## src/rtl/uart_pkg.sv

```systemverilog
// Shared definitions for the UART receive path: FSM state encodings,
// serial framing bit values and the default data width.
package uart_pkg;

    localparam int unsigned UART_D_WIDTH = 8;

    // Serial framing levels
    localparam logic START_BIT = 1'b0;
    localparam logic STOP_BIT  = 1'b1;

    // Receiver state encodings
    localparam int unsigned ST_W = 3;
    typedef logic [ST_W-1:0] uart_state_t;

    localparam logic [2:0] ST_IDLE  = 3'd0;
    localparam logic [2:0] ST_START = 3'd1;
    localparam logic [2:0] ST_DATA  = 3'd2;
    localparam logic [2:0] ST_STOP  = 3'd3;
    localparam logic [2:0] ST_BREAK = 3'd4;

endpackage

```

## src/rtl/uart_receive_if.sv

```systemverilog
// Consumer-side bus of the UART receiver: received word, valid/ack
// handshake, busy status and error pulses.
interface uart_receive_if #(
    parameter int unsigned D_WIDTH = uart_pkg::UART_D_WIDTH
) ();

    logic [D_WIDTH-1:0] rx_data;
    logic               rx_valid;
    logic               rx_ack;
    logic               rx_busy;
    logic               frame_err;
    logic               overrun;

    // Receiver side
    modport master (
        output rx_data,
        output rx_valid,
        output rx_busy,
        output frame_err,
        output overrun,
        input  rx_ack
    );

    // Consumer side
    modport slave (
        input  rx_data,
        input  rx_valid,
        input  rx_busy,
        input  frame_err,
        input  overrun,
        output rx_ack
    );

endinterface

```

## src/rtl/uart_rx_sync.sv

```systemverilog
// Two-flop synchronizer for the serial input, resetting to the idle
// (high) line level. Only present in builds with UART_RX_SYNC_EN defined,
// since nothing instantiates it otherwise.
`ifdef UART_RX_SYNC_EN
module uart_rx_sync
    import uart_pkg::*;
(
    input  logic clk,
    input  logic rst,
    input  logic rx_in,
    output logic rx_out
);

    logic meta_q, meta_d;
    logic sync_q, sync_d;

    // Next-state of the two synchronizer stages
    always_comb begin
        meta_d = rx_in;
        sync_d = meta_q;
    end

    // Synchronizer flops, reset to idle line level
    always_ff @(posedge clk) begin
        if (rst) begin
            meta_q <= STOP_BIT;
            sync_q <= STOP_BIT;
        end else begin
            meta_q <= meta_d;
            sync_q <= sync_d;
        end
    end

    assign rx_out = sync_q;

endmodule
`endif

```

## src/rtl/uart_receive.sv

```systemverilog
// UART receiver: idle-high line, one start bit, D_WIDTH data bits LSB
// first, one stop bit. Words are handed over on a valid/ack handshake
// with frame-error and overrun pulses.
// Optional: define UART_RX_SYNC_EN to pass rx through a two-flop
// synchronizer (adds two cycles of latency) for asynchronous sources.
module uart_receive
    import uart_pkg::*;
#(
    parameter int unsigned D_WIDTH      = UART_D_WIDTH,
    parameter int unsigned CLKS_PER_BIT = 1,
    parameter int unsigned CNT_WIDTH    = 4
) (
    input  logic              clk,
    input  logic              rst,
    input  logic              rx,
    uart_receive_if.master    bus
);

    localparam int unsigned SAMPLE_PT = CLKS_PER_BIT / 2;
    // Counter value to load on the cycle the start edge is seen, so that
    // this cycle counts as the first clock of the start bit.
    localparam int unsigned CNT_START = (CLKS_PER_BIT == 1) ? 0 : 1;

    logic rx_s;

`ifdef UART_RX_SYNC_EN
    uart_rx_sync u_rx_sync (
        .clk    (clk),
        .rst    (rst),
        .rx_in  (rx),
        .rx_out (rx_s)
    );
`else
    assign rx_s = rx;
`endif

    uart_state_t          state_q, state_d;
    logic [CNT_WIDTH-1:0] samp_cnt_q, samp_cnt_d;
    logic [CNT_WIDTH-1:0] bit_cnt_q, bit_cnt_d;
    logic [D_WIDTH-1:0]   shift_q, shift_d;
    logic [D_WIDTH-1:0]   rx_data_q, rx_data_d;
    logic                 rx_valid_q, rx_valid_d;
    logic                 rx_busy_q, rx_busy_d;
    logic                 frame_err_q, frame_err_d;
    logic                 overrun_q, overrun_d;

    logic                 sample_c;
    logic [CNT_WIDTH-1:0] samp_wrap_c;

    // Mid-bit sample strobe and free-running per-bit cycle counter
    always_comb begin
        sample_c    = (samp_cnt_q == CNT_WIDTH'(SAMPLE_PT));
        samp_wrap_c = (samp_cnt_q == CNT_WIDTH'(CLKS_PER_BIT - 1))
                    ? '0 : samp_cnt_q + CNT_WIDTH'(1);
    end

    // Next-state, datapath and flag logic
    always_comb begin
        state_d     = state_q;
        samp_cnt_d  = samp_wrap_c;
        bit_cnt_d   = bit_cnt_q;
        shift_d     = shift_q;
        rx_data_d   = rx_data_q;
        rx_valid_d  = rx_valid_q & ~bus.rx_ack;
        frame_err_d = 1'b0;
        overrun_d   = 1'b0;

        case (state_q)
            ST_IDLE: begin
                samp_cnt_d = '0;
                bit_cnt_d  = '0;
                if (rx_s == START_BIT) begin
                    samp_cnt_d = CNT_WIDTH'(CNT_START);
                    // With one clock per bit the start bit is already at
                    // its sample point, so it is confirmed right here.
                    state_d    = (CLKS_PER_BIT == 1) ? ST_DATA : ST_START;
                end
            end

            ST_START: begin
                if (sample_c) begin
                    if (rx_s == START_BIT) begin
                        state_d   = ST_DATA;
                        bit_cnt_d = '0;
                    end else begin
                        state_d    = ST_IDLE;
                        samp_cnt_d = '0;
                    end
                end
            end

            ST_DATA: begin
                if (sample_c) begin
                    shift_d = {rx_s, shift_q[D_WIDTH-1:1]};
                    if (bit_cnt_q == CNT_WIDTH'(D_WIDTH - 1)) begin
                        state_d   = ST_STOP;
                        bit_cnt_d = '0;
                    end else begin
                        bit_cnt_d = bit_cnt_q + CNT_WIDTH'(1);
                    end
                end
            end

            ST_STOP: begin
                if (sample_c) begin
                    samp_cnt_d = '0;
                    if (rx_s == STOP_BIT) begin
                        // New word wins over a same-cycle ack
                        rx_data_d  = shift_q;
                        rx_valid_d = 1'b1;
                        overrun_d  = rx_valid_q & ~bus.rx_ack;
                        state_d    = ST_IDLE;
                    end else begin
                        frame_err_d = 1'b1;
                        state_d     = ST_BREAK;
                    end
                end
            end

            ST_BREAK: begin
                // Hold off until the line returns high so a stuck-low
                // line cannot start new frames.
                samp_cnt_d = '0;
                if (rx_s == STOP_BIT) begin
                    state_d = ST_IDLE;
                end
            end

            default: begin
                state_d    = ST_IDLE;
                samp_cnt_d = '0;
                bit_cnt_d  = '0;
            end
        endcase

        rx_busy_d = (state_d != ST_IDLE);
    end

    // State and output registers
    always_ff @(posedge clk) begin
        if (rst) begin
            state_q     <= ST_IDLE;
            samp_cnt_q  <= '0;
            bit_cnt_q   <= '0;
            shift_q     <= '0;
            rx_data_q   <= '0;
            rx_valid_q  <= 1'b0;
            rx_busy_q   <= 1'b0;
            frame_err_q <= 1'b0;
            overrun_q   <= 1'b0;
        end else begin
            state_q     <= state_d;
            samp_cnt_q  <= samp_cnt_d;
            bit_cnt_q   <= bit_cnt_d;
            shift_q     <= shift_d;
            rx_data_q   <= rx_data_d;
            rx_valid_q  <= rx_valid_d;
            rx_busy_q   <= rx_busy_d;
            frame_err_q <= frame_err_d;
            overrun_q   <= overrun_d;
        end
    end

    assign bus.rx_data   = rx_data_q;
    assign bus.rx_valid  = rx_valid_q;
    assign bus.rx_busy   = rx_busy_q;
    assign bus.frame_err = frame_err_q;
    assign bus.overrun   = overrun_q;

endmodule
```

## src/flat_wrapper.sv

```systemverilog
// flat-port wrapper written by rule: the top's interface ports become plain ports
module uart_receive_flat import uart_pkg::*;
#(
    parameter int unsigned D_WIDTH      = UART_D_WIDTH,
    parameter int unsigned CLKS_PER_BIT = 1,
    parameter int unsigned CNT_WIDTH    = 4
)
  (clk, rst, rx, bus_rx_data, bus_rx_valid, bus_rx_busy, bus_frame_err, bus_overrun, bus_rx_ack);
  uart_receive_if #(.D_WIDTH(D_WIDTH)) bus_i ();
  input  logic clk;
  input  logic rst;
  input  logic rx;
  output wire logic [$bits(bus_i.rx_data)-1:0] bus_rx_data;
  output wire logic [$bits(bus_i.rx_valid)-1:0] bus_rx_valid;
  output wire logic [$bits(bus_i.rx_busy)-1:0] bus_rx_busy;
  output wire logic [$bits(bus_i.frame_err)-1:0] bus_frame_err;
  output wire logic [$bits(bus_i.overrun)-1:0] bus_overrun;
  input wire logic [$bits(bus_i.rx_ack)-1:0] bus_rx_ack;
  assign bus_rx_data = bus_i.rx_data;
  assign bus_rx_valid = bus_i.rx_valid;
  assign bus_rx_busy = bus_i.rx_busy;
  assign bus_frame_err = bus_i.frame_err;
  assign bus_overrun = bus_i.overrun;
  assign bus_i.rx_ack = bus_rx_ack;
  uart_receive #(.D_WIDTH(D_WIDTH), .CLKS_PER_BIT(CLKS_PER_BIT), .CNT_WIDTH(CNT_WIDTH)) u_core (.clk(clk), .rst(rst), .rx(rx), .bus(bus_i));
endmodule
```

## config.mk

```make
export PLATFORM = sky130hd
export DESIGN_NAME = uart_receive_flat
export DESIGN_NICKNAME = d
export VERILOG_FILES = /design/src/rtl/uart_pkg.sv /design/src/rtl/uart_receive_if.sv /design/src/rtl/uart_rx_sync.sv /design/src/rtl/uart_receive.sv /design/src/flat_wrapper.sv
export SDC_FILE = /design/constraint.sdc
export NUM_CORES = 1
export LEC_CHECK = 0
export CAP_MARGIN = 30
export CORE_ASPECT_RATIO = 1.4
export CORE_UTILIZATION = 50
export CTS_CLUSTER_SIZE = 40
export DETAILED_ROUTE_END_ITERATION = 12
export PLACE_DENSITY_LB_ADDON = 0.2
export SYNTH_ARGS = -nofsm -noshare
export SYNTH_HDL_FRONTEND = slang
export SYNTH_SLANG_ARGS = --single-unit
```

## constraint.sdc

```tcl
create_clock -name clk -period 2.9 [get_ports clk]
set_input_delay 0.29 -clock clk [delete_from_list [all_inputs] [get_ports clk]]
set_output_delay 0.29 -clock clk [all_outputs]
set_load 0.02 [all_outputs]
```

==> run summary, run 1 <==
Post-Syn Instances: 132
Fillers: 232
Area share of the largest cell type after synthesis: 46.3%
R2R cell count: 6
Core Area: 0.00247 sq mm
Status: complete, no violations
Vias: 955
Yosys warning total: 0
RSZ-0062 raised after global routing: false
FMAX: 498 MHz
Final nets: 153
Yosys reg bits: 31
Gpl congestion: 0.711
GRT overflow: 0
Worst min path class: register to register
CTS tree: built
WP data arrival: 2.24 ns
GRT Total Usage: 18.2%
Num CTS Buffers: 5
First-pass GRT wire length: 3800 microns
Finished Layout Cells: 181
Initial antenna violation count: 0
Worst Tran Pin Value: 0.580 ns
CP Class: register to register
FF-to-FF End: u_core.bus.rx_data[0]
DR WL/cell: 12.2 microns
Hold_buf cts: 0
# DRC: 0
Top_reg_cell synth: dfxtp_1
Std cell rows: 21
Setup_tns: 0 ns
Initial DRC count: 19
Reg clk slew, reported paths: 0.09 ns
Max transition margin: 61.3%
Max Cap Viol: 0
Ranking of synthesized cells by area: dfxtp_1, mux2i_1, nor2_1
Period utilisation layout: 69.3%
Period minus WS final: 2.01 ns
Netlist cell types: 36
IO buf count: 15
Reg2Reg Launch Point: u_core.samp_cnt_q[0]
Final Setup Violations: 0
Die width: 45.8 microns
Initial core utilization: 54.3%
FFs w/ async S/R, synth: 0%
Largest net degree at the start of global routing: 25
Slowest CP cell: nor3b_4
R2R setup slack: 0.89 ns
H-tree depth: 2
Final clock skew: 0.00808 ns
Peak supply drop: 355 uV
Startpoint types: register
Resized cells post-CTS: 0
Critical-path maximum fanout: 12
PwrDens: 495 mW/mm^2
Die Y: 63.3 microns
Hpwl dp: 1520 microns
Final WL: 2210 microns
Req. time, crit path: 3.13 ns
Vias in the first global route: 888
First-pass iteration count of the detailed router: 3
Post-synth EDFFs: 0
Sequence of cells on the critical path: inv_1 -> ha_1 -> nor3b_4 -> nand4_2 -> mux2i_1 -> nor2_1
Slew Limit Fails: 0
Syn_area_per_cell: 10.2 sq um
Diodes inserted: 0
Seq/Total Area, Yosys: 46.3%
Die area: 0.00290 sq mm
# placed instances: 173
Leakage power: 0.684 nW
Area growth, synth to finish: 15.7%
Sink Count: 31
Critical Path Source: u_core.samp_cnt_q[0]
Critical path endpoint category: register
Clk_lat worst skew: 0.34 ns
Cell Area, Synth: 0.00134 sq mm
DRT antenna net count: 0
Setup crit end: u_core.bus.rx_data[0]
Post-CTS setup buffers: 0
Final hold violation count: 0
Dominant cell type by area after synthesis: dfxtp_1
Vias per cell: 5.28
Clock root cell: clkbuf_4
CP peak stage delay: 0.51 ns
IO Count: 16
Max Buffers Root-to-Sink: 2
Share of cells above drive strength 1: 11.6%
Synthesized net count: 139
## sequential cells by signal, summed over array words and instances, names as in the netlist
signal / flops
u_core.bus.rx_valid: 1
u_core.bus.rx_data: 8
u_core.shift_q: 8
u_core.bus.frame_err: 1
u_core.samp_cnt_q: 4
u_core.bit_cnt_q: 4
u_core.bus.overrun: 1
u_core.bus.rx_busy: 1
u_core.state_q: 3
## worst min path at each step
stage / start / to / slack [ns] / depth (start not counted)
after floorplan: u_core.samp_cnt_q[0] / u_core.samp_cnt_q[0] / 0.45 / 1
final: u_core.bit_cnt_q[1] / u_core.bit_cnt_q[1] / 0.49 / 2
after detailed placement: u_core.bit_cnt_q[1] / u_core.bit_cnt_q[1] / 0.48 / 2
after CTS: u_core.bit_cnt_q[1] / u_core.bit_cnt_q[1] / 0.49 / 2
after global routing: u_core.bit_cnt_q[1] / u_core.bit_cnt_q[1] / 0.53 / 2
after global placement: u_core.samp_cnt_q[0] / u_core.samp_cnt_q[0] / 0.46 / 1
## report_power, final
| part | internal [W] | switching, W |
|---|---|---|
| registers | 0.000430 | 0.00000622 |
| clock network | 0.000142 | 0.000149 |
| logic | 0.0000193 | 0.0000223 |
| total | 0.000591 | 0.000177 |
## through the flow
step | instance area [sq um] | setup slack (ns) | utilization, % | hold WS, ns | power, W
2_1_floorplan | 1340 | 1.45 | - | 0.451 | 0.000477
3_3_place_gp | 1480 | 0.990 | 59.9 | 0.463 | 0.000487
3_5_place_dp | 1480 | 0.901 | 59.9 | 0.480 | 0.000488
4_1_cts | 1550 | 0.867 | 62.8 | 0.494 | 0.000782
5_1_grt | 1550 | 0.694 | 62.8 | 0.526 | 0.000806
6_report | 1550 | 0.890 | 62.8 | 0.487 | 0.000768
## Yosys cell counts, types with 2 or more instances
master,n
mux2i_1,17
clkbuf_1,3
nand2_1,6
dfxtp_1,31
nor2_1,23
buf_6,3
nand3b_1,2
nor3_1,5
a21o_1,3
nor2b_1,3
nand3_1,6
inv_1,3
ha_1,3
buf_2,2
## layer usage
metal	track usage, %	part of all wire (%)
met1	20.4	43
met2	28.6	49
met3	8.60	6.0
met4	7.72	2.0
met5	0	0
## cell families after synthesis
kind of cell    Yosys count  synth area share [%]
simple gates             54                  23.2
flops                    31                  46.3
mux                      17                  12.7
compound gates           13                  8.21
buf+inv                  12                  5.50
fa+ha+maj                 3                  2.80
xor+xnor                  2                  1.31
## area by class of cell
type / instances / area, sq um / area share, %
clock buffer: 7 / 65.1 / 4.19
clock inverter: 1 / 7.51 / 0.484
inverter: 3 / 11.3 / 0.726
multi-input combinational: 89 / 647 / 41.7
sequential: 31 / 621 / 40.0
tap: 34 / 42.5 / 2.74
timing repair buffer: 16 / 158 / 10.2
## layout by cell type (no fill, tap or decap), types with 2 or more instances in the layout
| cell | count |
|---|---|
| nand3b_1 | 2 |
| nor3_1 | 5 |
| clkdlybuf4s50_1 | 15 |
| clkbuf_4 | 5 |
| a21o_1 | 3 |
| dfxtp_1 | 31 |
| nand3_1 | 6 |
| ha_1 | 3 |
| nor2_1 | 23 |
| clkbuf_8 | 2 |
| mux2i_1 | 17 |
| nor2b_1 | 3 |
| nand2_1 | 6 |
| inv_1 | 3 |
## critical path: cells and delay by family, from the launching register on
family                     cells  cell delay, ns
buffers and inverters          1            0.06
muxes                          1            0.32
DFF                            1            0.34
and+or+nand+nor                3            1.04
adders and majority gates      1            0.14
Note: power is estimated with default switching activity, not from simulation.
==> run 2: changes to the inputs <==
--- a/config.mk
+++ b/config.mk
@@ -7,7 +7,7 @@
 export LEC_CHECK = 0
 export CAP_MARGIN = 30
 export CORE_ASPECT_RATIO = 1.4
-export CORE_UTILIZATION = 50
+export CORE_UTILIZATION = 48
 export CTS_CLUSTER_SIZE = 40
 export DETAILED_ROUTE_END_ITERATION = 12
 export PLACE_DENSITY_LB_ADDON = 0.2
==> constraint.sdc (replaced) <==
create_clock -name clk -period 1.7 [get_ports clk]
set_input_delay 0.17 -clock clk [delete_from_list [all_inputs] [get_ports clk]]
set_output_delay 0.17 -clock clk [all_outputs]
set_load 0.02 [all_outputs]
==> run summary, run 2 (synthesis results as in run 1) <==
CP Class: register to register
R2R setup slack: 0.07 ns (-0.82 ns)
WP data arrival: 1.90 ns (-0.34 ns)
Share of cells above drive strength 1: 17.8% (+6.3 points)
Vias in the first global route: 976 (+9.9%)
Period utilisation layout: 95.7% (+26 points)
DR WL/cell: 12.6 microns (+2.9%)
Fillers: 245 (+5.6%)
Vias: 982 (+2.8%)
Gpl congestion: 0.794 (+12%)
Max Cap Viol: 0 (unchanged)
# DRC: 0 (unchanged)
DRT antenna net count: 0 (unchanged)
Status: complete, no violations
Max Buffers Root-to-Sink: 2 (unchanged)
H-tree depth: 2 (unchanged)
Leakage power: 0.733 nW (+7.3%)
PwrDens: 800 mW/mm^2 (+62%)
Vias per cell: 5.09 (-3.6%)
Slew Limit Fails: 0 (unchanged)
Final hold violation count: 0 (unchanged)
Largest net degree at the start of global routing: 14 (-44%)
Clk_lat worst skew: 0.33 ns (about the same)
Clock root cell: clkbuf_4
Num CTS Buffers: 5 (unchanged)
GRT Total Usage: 19.4% (+1.2 points)
Critical-path maximum fanout: 4 (-8)
First-pass GRT wire length: 4220 microns (+11%)
Die width: 46.7 microns (+2.0%)
Most common cell after layout, fill and taps aside: dfxtp_1
Peak supply drop: 575 uV (+62%)
Die Y: 64.5 microns (+2.0%)
Max transition margin: 71.5% (+10 points)
Startpoint types: register
Die area: 0.00301 sq mm (+4.0%)
Core Area: 0.00264 sq mm (+7.0%)
Sink Count: 31 (unchanged)
Std cell rows: 22 (+4.8%)
FMAX: 615 MHz (+24%)
IO buf count: 15 (unchanged)
Initial antenna violation count: 0 (unchanged)
Hold Slack: 0.494 ns (+0.00623 ns)
Final Setup Violations: 0 (unchanged)
Reg2Reg Launch Point: u_core.samp_cnt_q[1]
GRT overflow: 0 (unchanged)
WHS Endpoint: u_core.bus.overrun
Area growth, synth to finish: 22.7%
Final nets: 163 (+6.5%)
Req. time, crit path: 1.98 ns (-1.15 ns)
CTS tree: built
Power, Total: 0.00132 W (+71%)
Critical path endpoint category: register
Post-layout util: 62.3% (-0.55 points)
Initial DRC count: 22 (+3)
Commonest non-fill, non-tap cells in the layout: dfxtp_1, nor2_1, mux2i_1
Area post-placement: 0.00154 sq mm (+4.2%)
First-pass iteration count of the detailed router: 4 (+1)
FF-to-FF End: u_core.bit_cnt_q[2]
Diodes inserted: 0 (unchanged)
Hold depth: 2 (unchanged)
Design area: 0.00165 sq mm (+6.0%)
Period minus WS final: 1.63 ns (-0.383 ns)
Reg clk slew, reported paths: 0.09 ns (about the same)
Hold wc startpoint: u_core.bus.rx_valid
Final WS setup: 0.0736 ns (-0.817 ns)
Hpwl dp: 1720 microns (+13%)
IO Count: 16 (unchanged)
R2R cell count: 7 (+1)
Dpl ws: 0.0511 ns (-0.850 ns)
Worst Tran Pin Value: 0.427 ns (-0.153 ns)
Final clock skew: 0.00563 ns (-0.00245 ns)
Final WL: 2430 microns (+9.7%)
Worst min path class: register to register
Initial core utilization: 50.8% (-3.5 points)
## run 2: stage by stage
stage | cells | TNS (ns)
4_1_cts | 191 | 0
6_report | 193 | 0
3_5_place_dp | 183 | 0
5_1_grt | 193 | -0.0695
2_1_floorplan | 132 | 0
3_3_place_gp | 183 | 0
## run 2: how the worst max path moves through the flow
stage,from,endpoint,slack (ns)
after floorplan,u_core.samp_cnt_q[0],u_core.bus.rx_data[0],0.25
after global placement,u_core.samp_cnt_q[0],u_core.bit_cnt_q[3],0.14
after detailed placement,u_core.samp_cnt_q[0],u_core.bit_cnt_q[2],0.05
after CTS,u_core.samp_cnt_q[0],u_core.bit_cnt_q[2],0.01
after global routing,u_core.samp_cnt_q[1],u_core.bit_cnt_q[2],-0.02
final,u_core.samp_cnt_q[1],u_core.bit_cnt_q[2],0.07
## run 2: where the power goes
group	internal, W	total (W)	switching (W)
Combinational	0.0000406	0.0000867	0.0000460
Sequential	0.000734	0.000743	0.00000894
Clock	0.000241	0.000488	0.000246
## run 2: layer usage
metal | global-route usage [%] | part of all wire, % | vias to the layer above
met4 | 11.8 | 2.7 | 0
met5 | 0 | 0 | -
li1 | - | - | 505
met2 | 30.2 | 50 | 20
met1 | 23.4 | 44 | 450
met3 | 4.18 | 3.6 | 7
## run 2: critical path: stages (launching register included)
cell	delay (ns)
dfxtp_1	0.36
inv_1	0.05
ha_1	0.18
nor3b_4	0.16
buf_4	0.16
a221oi_4	0.27
o311a_1	0.27
a21o_1	0.13
## run 2: timing repair
action,CTS,global route
setup buffers,0,2
gates resized for setup,0,3
hold buffers,0,0
setup endpoints to repair,0,12
## run 2: area by class of cell
type	count	area, sq um	area share, %
clock buffer	7	65.1	3.95
clock inverter	1	7.51	0.456
inverter	3	11.3	0.684
multi-input combinational	89	658	40.0
sequential	31	622	37.8
tap	36	45.0	2.74
timing repair buffer	26	236	14.4
==> run 3: changes to the inputs <==
--- a/config.mk
+++ b/config.mk
@@ -8,9 +8,11 @@
 export CAP_MARGIN = 30
 export CORE_ASPECT_RATIO = 1.4
 export CORE_UTILIZATION = 48
+export CTS_CLUSTER_DIAMETER = 40
 export CTS_CLUSTER_SIZE = 40
 export DETAILED_ROUTE_END_ITERATION = 12
 export PLACE_DENSITY_LB_ADDON = 0.2
+export REMOVE_ABC_BUFFERS = 1
 export SYNTH_ARGS = -nofsm -noshare
 export SYNTH_HDL_FRONTEND = slang
 export SYNTH_SLANG_ARGS = --single-unit
==> run summary, run 3 (synthesis results as in run 1) <==
First-pass GRT wire length: 4090 microns (-2.9%)
Clock share of power: 32.4% (-4.6 points)
Num CTS Buffers: 5 (unchanged)
Delay-heaviest family, CP: compound AO/OA/AOI/OAI gates
Most common cell after layout, fill and taps aside: dfxtp_1
PwrDens: 764 mW/mm^2 (-4.5%)
Peak supply drop: 519 uV (-9.8%)
Worst min path class: register to register
Diodes inserted: 0 (unchanged)
Worst path bufs/invs: 2 (unchanged)
Multi-input logic area: 658 sq um (unchanged)
WP data arrival: 1.88 ns (-0.02 ns)
Gpl congestion: 0.807 (+1.7%)
Period utilisation layout: 94.4% (-1.3 points)
Vias in the first global route: 1005 (+3.0%)
Final clock skew: 0.00509 ns (-0.000542 ns)
Sequence of cells on the critical path: inv_1 -> ha_1 -> nor3b_4 -> buf_4 -> a221oi_4 -> o311a_1 -> a21o_1
Max Buffers Root-to-Sink: 2 (unchanged)
Die Y: 64.5 microns (unchanged)
Vias per cell: 5.17 (+1.7%)
Die area: 0.00301 sq mm (unchanged)
Design area: 0.00160 sq mm (-2.9%)
CTS tree: built
Area post-placement: 0.00153 sq mm (-0.97%)
Fillers: 259 (+5.7%)
Final hold violation count: 0 (unchanged)
# DRC: 0 (unchanged)
Reg clk slew, reported paths: 0.09 ns (about the same)
NetSw: 0.000288 W (-4.4%)
Critical path endpoint category: register
FMAX: 623 MHz (+1.4%)
Largest net degree at the start of global routing: 25 (+11)
Final Setup Violations: 0 (unchanged)
Share of cells above drive strength 1: 15.6% (-2.2 points)
GRT Total Usage: 18.9% (-0.53 points)
First-pass iteration count of the detailed router: 4 (unchanged)
Initial core utilization: 50.8% (unchanged)
Net Sw Frac: 23.6% (+0.70 points)
IO buf count: 15 (unchanged)
DRT antenna net count: 0 (unchanged)
DR WL/cell: 12.4 microns (-1.4%)
Max Cap Viol: 0 (unchanged)
Leakage power: 0.708 nW (-3.5%)
Die width: 46.7 microns (unchanged)
Core Area: 0.00264 sq mm (unchanged)
Clk_lat worst skew: 0.32 ns (about the same)
CP peak stage delay: 0.36 ns (about the same)
Req. time, crit path: 1.97 ns (about the same)
Worst Tran Pin Value: 0.426 ns (-0.000981 ns)
Std cell rows: 22 (unchanged)
Area growth, synth to finish: 19.1%
Combinational share of power: 6.9% (+0.3 points)
Startpoint types: register
CP Class: register to register
Commonest non-fill, non-tap cells in the layout: dfxtp_1, nor2_1, mux2i_1
Hold Slack: 0.445 ns (-0.0489 ns)
Max transition margin: 71.5% (about the same)
Power, Total: 0.00122 W (-7.2%)
Status: complete, no violations
Critical-path maximum fanout: 7 (+3)
H-tree depth: 2 (unchanged)
Part of the power in registers: 60.7% (+4.3 points)
Initial antenna violation count: 0 (unchanged)
GRT overflow: 0 (unchanged)
Slowest CP cell: dfxtp_2
Final WL: 2360 microns (-2.9%)
Int Pwr: 0.000934 W (-8.1%)
Slew Limit Fails: 0 (unchanged)
Vias: 983 (+0.10%)
Hpwl dp: 1650 microns (-3.7%)
IO Count: 16 (unchanged)
Sink Count: 31 (unchanged)
Clock root cell: clkbuf_4
Final nets: 160 (-1.8%)
Initial DRC count: 24 (+9.1%)
FF+latch area: 623 sq um (+0.20%)
Period minus WS final: 1.60 ns (-0.0218 ns)
[run 3: final timing paths]
path / to / slack (ns) / startpoint / depth (start not counted)
worst min-delay path: u_core.samp_cnt_q[0] / 0.44 / u_core.samp_cnt_q[0] / 1
worst min register to register: u_core.samp_cnt_q[0] / 0.44 / u_core.samp_cnt_q[0] / 1
worst max-delay path: u_core.bit_cnt_q[2] / 0.1 / u_core.samp_cnt_q[0] / 7
worst max register to register: u_core.bit_cnt_q[2] / 0.1 / u_core.samp_cnt_q[0] / 7
[run 3: repair_timing]
action,in CTS,in global routing
endpoints found under the setup margin,0,12
resized for setup,0,3
setup buffers,0,1
hold buffers,0,0
[run 3: power by group through the flow]
| stage | logic (W) | registers [W] | clock network (W) |
|---|---|---|---|
| floorplan | 0.0000400 | 0.000761 | 0 |
| global placement | 0.0000801 | 0.000758 | 0 |
| detailed placement | 0.0000807 | 0.000758 | 0 |
| CTS | 0.0000818 | 0.000742 | 0.000412 |
| global route | 0.0000915 | 0.000743 | 0.000437 |
| finish | 0.0000844 | 0.000741 | 0.000396 |
[run 3: stage by stage]
stage / TNS, ns / cells / util [%] / setup slack [ns]
detailed placement: 0 / 181 / 57.8 / 0.0234
CTS: 0 / 189 / 59.7 / 0.0114
finish: 0 / 190 / 60.5 / 0.0955
global placement: 0 / 181 / 57.8 / 0.137
floorplan: -0.121 / 123 / - / -0.0152
global route: -0.00864 / 190 / 60.5 / -0.00832
[run 3: area by class of cell]
type                            count  area share [%]
Clock buffer                        7            2.82
Clock inverter                      1           0.313
Inverter                            3           0.705
Multi-Input combinational cell     89            41.2
Sequential cell                    31            39.0
Tap cell                           36            2.82
Timing Repair Buffer               23            13.2
[run 3: layer usage]
metal / up-vias / part of all wire [%] / wire length (microns) / global-route usage (%)
met4: 0 / 2.6 / 62 / 11.4
met3: 8 / 3.2 / 76 / 4.46
met2: 22 / 51 / 1200 / 29.9
met1: 457 / 43 / 1020 / 22.1
li1: 496 / - / - / -
met5: - / 0 / 0 / 0
